[src/rtl/display_scan_ctrl.sv]
// display_scan_ctrl
//   Multiplexed 4-digit BCD display scanner with a timed message overlay.
//   A refresh divider produces a one-cycle tick every DIV clocks. Each tick
//   advances the digit index. A two-state FSM overlays msg_value for
//   HOLD_TICKS ticks. The displayed source only changes at a frame boundary,
//   so a frame is never split between the two sources.
//
//   state | meaning
//   ------+--------------------------------------------------------------
//   BASE  | no overlay pending; bal_value is the requested source
//   MSG   | overlay active; hold_cnt counts the remaining ticks
//
// Ports
//   clk          system clock; all state updates on its rising edge
//   reset        asynchronous, active-high reset
//   bal_value    base source, four BCD digits, [3:0] is the rightmost digit
//   msg_req      single-cycle request to latch and show msg_value
//   msg_value    overlay source, sampled only when msg_req is 1
//   blank_lz     enables leading-zero blanking of the base source
//   tick         one-cycle scan-advance pulse
//   s            current digit index
//   an           active-low anode enables
//   digit        BCD value of the current digit
//   digit_blank  1 while the current slot is blanked
//   msg_busy     1 while the overlay FSM is in MSG
module display_scan_ctrl #(
    parameter int DIV        = 100000,
    parameter int HOLD_TICKS = 1024
) (
    input  logic        clk,
    input  logic        reset,
    input  logic [15:0] bal_value,
    input  logic        msg_req,
    input  logic [15:0] msg_value,
    input  logic        blank_lz,
    output logic        tick,
    output logic [1:0]  s,
    output logic [3:0]  an,
    output logic [3:0]  digit,
    output logic        digit_blank,
    output logic        msg_busy
);

    localparam int DW = $clog2(DIV);
    localparam int HW = $clog2(HOLD_TICKS + 1);
    localparam logic [DW-1:0] DIV_LAST  = DW'(DIV - 1);
    localparam logic [HW-1:0] HOLD_LOAD = HW'(HOLD_TICKS);

    typedef enum logic {
        BASE = 1'b0,
        MSG  = 1'b1
    } state_t;

    state_t        state, state_nxt;
    state_t        src_sel;
    logic [DW-1:0] div_cnt;
    logic [HW-1:0] hold_cnt, hold_nxt;
    logic [15:0]   msg_reg, msg_nxt;
    logic [15:0]   src;
    logic [3:1]    upper_zero;

    always_ff @(posedge clk or posedge reset) begin
        if (reset) begin
            div_cnt <= '0;
            tick    <= 1'b0;
        end else begin
            tick <= (div_cnt == DIV_LAST);
            if (div_cnt == DIV_LAST)
                div_cnt <= '0;
            else
                div_cnt <= div_cnt + DW'(1);
        end
    end

    always_ff @(posedge clk or posedge reset) begin
        if (reset)
            s <= 2'd0;
        else if (tick)
            s <= s + 2'd1;
    end

    always_ff @(posedge clk or posedge reset) begin
        if (reset) begin
            state    <= BASE;
            hold_cnt <= '0;
            msg_reg  <= '0;
        end else begin
            state    <= state_nxt;
            hold_cnt <= hold_nxt;
            msg_reg  <= msg_nxt;
        end
    end

    // The source follows the FSM only on the tick that wraps s from 3 to 0.
    always_ff @(posedge clk or posedge reset) begin
        if (reset)
            src_sel <= BASE;
        else if (tick && (s == 2'd3))
            src_sel <= state;
    end

    // A request always wins over a simultaneous tick or terminal-count exit.
    always_comb begin
        state_nxt = state;
        hold_nxt  = hold_cnt;
        msg_nxt   = msg_reg;
        case (state)
            BASE: begin
                if (msg_req) begin
                    state_nxt = MSG;
                    hold_nxt  = HOLD_LOAD;
                    msg_nxt   = msg_value;
                end
            end
            MSG: begin
                if (msg_req) begin
                    hold_nxt = HOLD_LOAD;
                    msg_nxt  = msg_value;
                end else if (tick) begin
                    hold_nxt = hold_cnt - HW'(1);
                    if (hold_cnt == HW'(1))
                        state_nxt = BASE;
                end
            end
            default: state_nxt = BASE;
        endcase
    end

    assign msg_busy = (state == MSG);

    // Display decode
    assign src = (src_sel == MSG) ? msg_reg : bal_value;

    // upper_zero[i]: every base digit from position i up to 3 is zero.
    assign upper_zero[3] = (bal_value[15:12] == 4'd0);
    assign upper_zero[2] = (bal_value[15:8]  == 8'd0);
    assign upper_zero[1] = (bal_value[15:4]  == 12'd0);

    always_comb begin
        digit       = src[3:0];
        digit_blank = 1'b0;
        case (s)
            2'd0: digit = src[3:0];
            2'd1: begin
                digit       = src[7:4];
                digit_blank = upper_zero[1];
            end
            2'd2: begin
                digit       = src[11:8];
                digit_blank = upper_zero[2];
            end
            2'd3: begin
                digit       = src[15:12];
                digit_blank = upper_zero[3];
            end
            default: digit = src[3:0];
        endcase
        if (!blank_lz || (src_sel != BASE))
            digit_blank = 1'b0;
    end

    assign an = digit_blank ? 4'b1111 : ~(4'b0001 << s);

endmodule

[config.mk]
export PLATFORM = sky130hd
export DESIGN_NAME = display_scan_ctrl
export DESIGN_NICKNAME = d
export VERILOG_FILES = /design/src/rtl/display_scan_ctrl.sv
export SDC_FILE = /design/constraint.sdc
export NUM_CORES = 1
export LEC_CHECK = 0
export CAP_MARGIN = 10
export CORE_MARGIN = 4
export CORE_UTILIZATION = 55
export DETAILED_ROUTE_END_ITERATION = 8
export PLACE_DENSITY_LB_ADDON = 0.15
export SETUP_SLACK_MARGIN = 0.4
export SYNTH_ARGS = -nofsm -noshare
export SYNTH_HDL_FRONTEND = slang
export SYNTH_SLANG_ARGS = --single-unit
export TNS_END_PERCENT = 1
[constraint.sdc]
create_clock -name clk -period 3.2 [get_ports clk]
set_clock_uncertainty 0.15 [all_clocks]
set_input_delay 0.64 -clock clk [delete_from_list [all_inputs] [get_ports clk]]
set_output_delay 0.64 -clock clk [all_outputs]
set_load 0.01 [all_outputs]
==> results of run 1 <==
==> layout make-up <==
type | count | share of cell area
multi-input cells | 151 | 0.394
flip-flops and latches | 49 | 0.382
repair buffers | 54 | 0.158
clock buffers | 5 | 0.0214
well taps | 52 | 0.0202
inverters | 12 | 0.0140
clock inverters | 2 | 0.0109
==> cell families after synthesis <==
group	after synthesis
XOR/XNOR	22
AND/OR/NAND/NOR	74
flip-flops	49
AO/OA/AOI/OAI	20
buffers and inverters	21
multiplexers	27
adder cells (fa/ha/maj)	8
==> worst reg2reg max path, stage by stage, from the launching register on <==
cell	delay, ps
dfrtp_1	420
ha_1	250
and2_2	230
nand4_1	180
nor4_4	460
nor2_1	110
==> cell usage after synthesis <==
| library cell | n | area [um2] |
|---|---|---|
| dfrtp_1 | 49 | 1230 |
| nor2_1 | 22 | 82.6 |
| mux2_2 | 19 | 214 |
| xnor2_1 | 13 | 114 |
| inv_1 | 12 | 45.0 |
| nand2_1 | 9 | 33.8 |
| xor2_1 | 9 | 78.8 |
| ha_1 | 8 | 100 |
| nand3_1 | 8 | 40.0 |
| a222oi_1 | 7 | 70.1 |
| nand4_1 | 5 | 31.3 |
| o21ai_0 | 5 | 25.0 |
| a21oi_1 | 4 | 20.0 |
| buf_2 | 4 | 20.0 |
| clkbuf_1 | 4 | 15.0 |
| mux2i_1 | 4 | 40.0 |
| mux4_2 | 3 | 67.6 |
| nand2b_1 | 3 | 18.8 |
| nor3_1 | 3 | 15.0 |
| nor4_1 | 3 | 18.8 |
| or3_1 | 3 | 18.8 |
| and3_1 | 2 | 12.5 |
| and4_1 | 2 | 17.5 |
| nor2b_1 | 2 | 12.5 |
| nor4_4 | 2 | 42.5 |
| o41ai_1 | 2 | 17.5 |
| a21o_1 | 1 | 7.51 |
| a311oi_1 | 1 | 8.76 |
| and2_1 | 1 | 6.26 |
| and2_2 | 1 | 7.51 |
| buf_4 | 1 | 7.51 |
| mux2_1 | 1 | 11.3 |
| nand3_4 | 1 | 17.5 |
| nand4b_1 | 1 | 8.76 |
| nand4bb_1 | 1 | 11.3 |
| nor3_2 | 1 | 10.0 |
| nor4_2 | 1 | 12.5 |
| nor4b_1 | 1 | 8.76 |
| or2_2 | 1 | 6.26 |
| or4_4 | 1 | 11.3 |
==> path summary, 6_finish.rpt <==
path                            slack (ps)     endpoint        from  depth (start not counted)
worst max-delay path                   240     digit[2]        s[0]                          6
max in group asynchronous             1800         s[0]       reset                          3
min in group asynchronous              650  div_cnt[10]       reset                          3
worst min-delay path                   350   div_cnt[8]  div_cnt[8]                          1
worst min register to register         350   div_cnt[8]  div_cnt[8]                          1
worst max register to register        1270   div_cnt[7]  div_cnt[0]                          5
==> power breakdown <==
part	total [mW]	leakage (nW)	internal, mW	switching [mW]
sequential	0.649	0.622	0.639	0.0106
clock	0.424	0.0540	0.227	0.196
combinational	0.100	0.719	0.0638	0.0364
==> stage by stage <==
step | cell area (um2) | power [mW] | setup WS [ps] | TNS, ps
floorplan | 2530 | 0.701 | 677 | 0
global placement | 3060 | 0.761 | -54.7 | -62.7
detailed placement | 3060 | 0.764 | -43.6 | -82.2
CTS | 3190 | 1.18 | 171 | 0
global route | 3220 | 1.22 | 183 | 0
finish | 3220 | 1.17 | 238 | 0
==> routing by layer <==
layer / up-vias / share of wire
met5: - / 0
met2: 55 / 0.46
li1: 894 / -
met4: 0 / 0.015
met1: 903 / 0.43
met3: 8 / 0.092
==> timing repair <==
action	4_1_cts	5_1_grt
pin swaps	4	7
hold endpoints to repair	0	0
resized for setup	14	9
endpoints found under the setup margin	8	8
cloned	0	0
setup buffers	2	1
==> flow_metrics.tcl, run 1 <==
set metrics [dict create \
    syn_area_um2 2530 \
    grt_first_pass_wirelength_mm 8.44 \
    drive_above_1_share 0.194 \
    placedCellCount 315 \
    num_vias 1860 \
    port_buffers 48 \
    multi_input_area_um2 1270 \
    drt-wirelength-per-cell_um 16.7 \
    layout_common_cells "dfrtp_1 (48), clkdlybuf4s50_1 (41), nor2_1 (22)" \
    firstDrtPassIters 4 \
    final_common_cell "dfrtp_1" \
    via_per_inst 5.72 \
    synth_nets 265 \
    end_kind "output port" \
    rsz0062_at_grt "yes" \
    seq_area_frac_synth 0.484 \
    slew_headroom 0.488 \
    critPathTopFamily "multiplexers" \
    grt_pass1_vias 1858 \
    yosys_warnings 0 \
    worst_pin_slew_ps 765 \
    slowest_stage "mux4_2" \
    place_congestion 0.899 \
    holdWs_ps 348 \
    crit_required_ps 2410 \
    ir_drop_v 0.000230 \
    start_util 0.574 \
    slew_viol_final 0 \
    worstSkewPairLatency_ps 300 \
    fmax_ghz 0.338 \
    hold_violations 0 \
    leakage_nw 1.39 \
    grt_max_degree 50 \
    cts_sinks 49 \
    io_pins 49 \
    drt-initial-drc-count 119 \
    synth_adder_area_share 0.0395 \
    powerDensity_nw_per_um2 365 \
    largest_reg_flops 17 \
    grt_util_all_layers 0.197 \
    final_net_count 317 \
    fillers 342 \
    max_cap_violations 0 \
    synth_top_family_by_area "simple AND/OR/NAND/NOR gates" \
    overflow 0 \
    crit_path_start_kind "register" \
    synth_cells 221 \
    hpwl_mm 3.89 \
    cts_hold_buf 0 \
    gr-max-usage-layer "met2" \
    grt_util_met1 0.247 \
    synthXorXnorAreaFrac 0.0761 \
    diodes 0 \
    h-tree-depth 2 \
    antenna_found_initial 0 \
    clkTransAtPathRegs_ps 90 \
    post-route-period-util 0.926 \
    status "finished clean" \
    core-area_um2 4410 \
    cts-root-buf "clkbuf_8" \
    crit_fanout 9 \
    synthSimpleGateAreaFrac 0.175 \
    yosys.cell_types.count 40 \
    ys_seq_elements 49 \
    die_w_um 75.9 \
    worstPathArrival_ps 2170 \
    critPathMaxStageDelay_ps 470 \
    regArea_um2 1230 \
    drc 0 \
    die_area_um2 5750 \
    hold_class "register to register" \
    synth_area_per_cell_um2 11.5 \
    fin_util 0.729 \
    placementRows 24 \
    synth-compound-area-share 0.0588 \
    min_period_ps 2960 \
    cts_tree "yes" \
    setup_violations 0 \
    dieHeight_um 75.9 \
    syn_to_final_growth_pct 27.0 \
    crit_type "register to output port" \
    path_buf_inv 3 \
    clock_path_buffers 2 \
    muxShareOfSynthArea 0.131 \
    antenna_left 0 \
    use_met3 0.0515 \
    fin_cells 325 \
    cts_buffers 5 \
    wl_mm 5.44 \
    crit_chain "buf_4, ha_4, a222oi_1, inv_1, mux4_2, clkbuf_2" \
    grtUsageMet2 0.332 \
]
No activity file was read; power rests on OpenSTA's default activity.
==> run 2, diff against run 1 <==
--- a/config.mk
+++ b/config.mk
@@ -5,9 +5,9 @@
 export SDC_FILE = /design/constraint.sdc
 export NUM_CORES = 1
 export LEC_CHECK = 0
-export CAP_MARGIN = 10
+export CAP_MARGIN = 20
 export CORE_MARGIN = 4
-export CORE_UTILIZATION = 55
+export CORE_UTILIZATION = 37
 export DETAILED_ROUTE_END_ITERATION = 8
 export PLACE_DENSITY_LB_ADDON = 0.15
 export SETUP_SLACK_MARGIN = 0.4
==> run 2 against run 1 <==
- combinational power about the same
- critical endpoint is now digit[3]
- maximum frequency grew 1.3%
- critical path depth unchanged
- largest power group unchanged
- wire length up 1.7%
- first-iteration DRC count decreased by 35%
- final area is 1.6% higher
==> flow_metrics.tcl, run 2 (same netlist as run 1, synthesis figures left out) <==
set metrics [dict create \
    status "finished clean" \
    layout_common_cells "dfrtp_1 (47), clkdlybuf4s50_1 (40), nor2_1 (22)" \
    placedCellCount 341 \
    wl_mm 5.54 \
    final_common_cell "dfrtp_1" \
    worst_pin_slew_ps 619 \
    cts_sinks 49 \
    clkTransAtPathRegs_ps 90 \
    final_net_count 321 \
    path_buf_inv 3 \
    crit_required_ps 2410 \
    core-area_um2 6490 \
    cts-root-buf "clkbuf_8" \
    pwr-share-comb 0.092 \
    hpwl_mm 3.85 \
    grt_util_met1 0.181 \
    via_per_inst 5.11 \
    io_pins 49 \
    p_sw_mw 0.263 \
    pwr-share-clk 0.330 \
    hold_violations 0 \
    use_met3 0.0333 \
    post-route-period-util 0.914 \
    slowest_stage "dfrtp_2" \
    fmax_ghz 0.342 \
    antenna_left 0 \
    drc 0 \
    rsz0062_at_grt "yes" \
    largest_reg_flops 17 \
    worstSkewPairLatency_ps 310 \
    placementRows 29 \
    powerDensity_nw_per_um2 343 \
    drt-wirelength-per-cell_um 15.6 \
    p_seq_frac 0.579 \
    leakage_nw 1.40 \
    timing.rr.end "div_cnt[9]" \
    gr-max-usage-layer "met2" \
    cts_buffers 5 \
    die_w_um 90.7 \
    fin_cells 355 \
    firstDrtPassIters 4 \
    grt_first_pass_wirelength_mm 9.44 \
    drive_above_1_share 0.216 \
    slew_viol_final 0 \
    diodes 0 \
    hold_class "register to register" \
    slew_headroom 0.587 \
    power.internal_mw 0.858 \
    r2r_slack_ps 1270 \
    crit_path_start_kind "register" \
    critPathTopFamily "flip-flops" \
    h-tree-depth 2 \
    end_kind "output port" \
    critPathMaxStageDelay_ps 490 \
    dieHeight_um 90.7 \
    clock_path_buffers 2 \
    drt-initial-drc-count 77 \
    grt_max_degree 50 \
    ir_drop_v 0.000220 \
    min_period_ps 2920 \
    p_sw_frac 0.235 \
    crit_chain "ha_4, buf_4, a222oi_1, inv_1, mux4_2, buf_6" \
    max_cap_violations 0 \
    cts_tree "yes" \
    cp-startpoint "s[0]" \
    grtUsageMet2 0.240 \
    setup_violations 0 \
    fin_util 0.503 \
    endpoint "digit[3]" \
    grt_pass1_vias 1946 \
    reg2reg_depth 5 \
    die_area_um2 8230 \
    port_buffers 48 \
    overflow 0 \
    grt_util_all_layers 0.142 \
    crit_fanout 7 \
    worstPathArrival_ps 2130 \
    start_util 0.390 \
    place_congestion 0.721 \
    cp.depth 6 \
    syn_to_final_growth_pct 29.1 \
    r2r_start "div_cnt[0]" \
    antenna_found_initial 0 \
    num_vias 1813 \
    crit_type "register to output port" \
]
## run 2: changes by cell type in the layout (fill, tap and decap cells not counted), moves of 2 or more
cell           before  now
buf_4               6    9
clkinvlp_4          0    3
buf_6               0    2
dlygate4sd2_1       3    5
inv_1              11    9
inv_2               1    3
## run 2: power groups by stage
stage	clock, mW	combinational [mW]	sequential [mW]
5_1_grt	0.413	0.113	0.652
6_report	0.370	0.103	0.649
2_1_floorplan	0	0.0429	0.658
4_1_cts	0.387	0.105	0.649
3_5_place_dp	0	0.106	0.661
3_3_place_gp	0	0.105	0.661
## run 2: repair_timing
item                       4_1_cts  5_1_grt
gates resized for setup         20        8
setup buffers                    4        2
pin swaps                        5        6
hold buffers                     0        0
setup endpoints to repair        8        8
## run 2: area by class of cell
cell class,count,area (um2)
clock buffer,5,68.8
clock inverter,3,22.5
fill,597,3230
inverter,12,45.0
multi-input combinational,151,1260
sequential,49,1230
tap,77,96.3
timing repair buffer,58,544
## run 2: worst min path at each step
stage	slack, ps	from	cells after the start	to
2_1_floorplan	300	div_cnt[12]	1	div_cnt[12]
3_3_place_gp	330	div_cnt[8]	1	div_cnt[8]
3_5_place_dp	320	div_cnt[8]	1	div_cnt[8]
4_1_cts	340	div_cnt[8]	1	div_cnt[8]
5_1_grt	370	div_cnt[8]	1	div_cnt[8]
6_report	340	div_cnt[8]	1	div_cnt[8]
## run 2: routing by layer
layer,vias up,part of all wire
met5,-,0
met4,0,0.011
met3,5,0.035
met2,29,0.50
met1,886,0.46
li1,893,-
## run 2: metrics by stage
step	hold WS, ps	total power [mW]	area, um2	TNS [ps]	setup slack [ps]
final	345	1.12	3270	0	275
after global routing	365	1.18	3270	0	197
after CTS	342	1.14	3250	0	194
after floorplan	299	0.701	2530	0	677
after detailed placement	324	0.767	3100	-51.3	-51.3
after global placement	325	0.765	3100	-46.2	-46.2
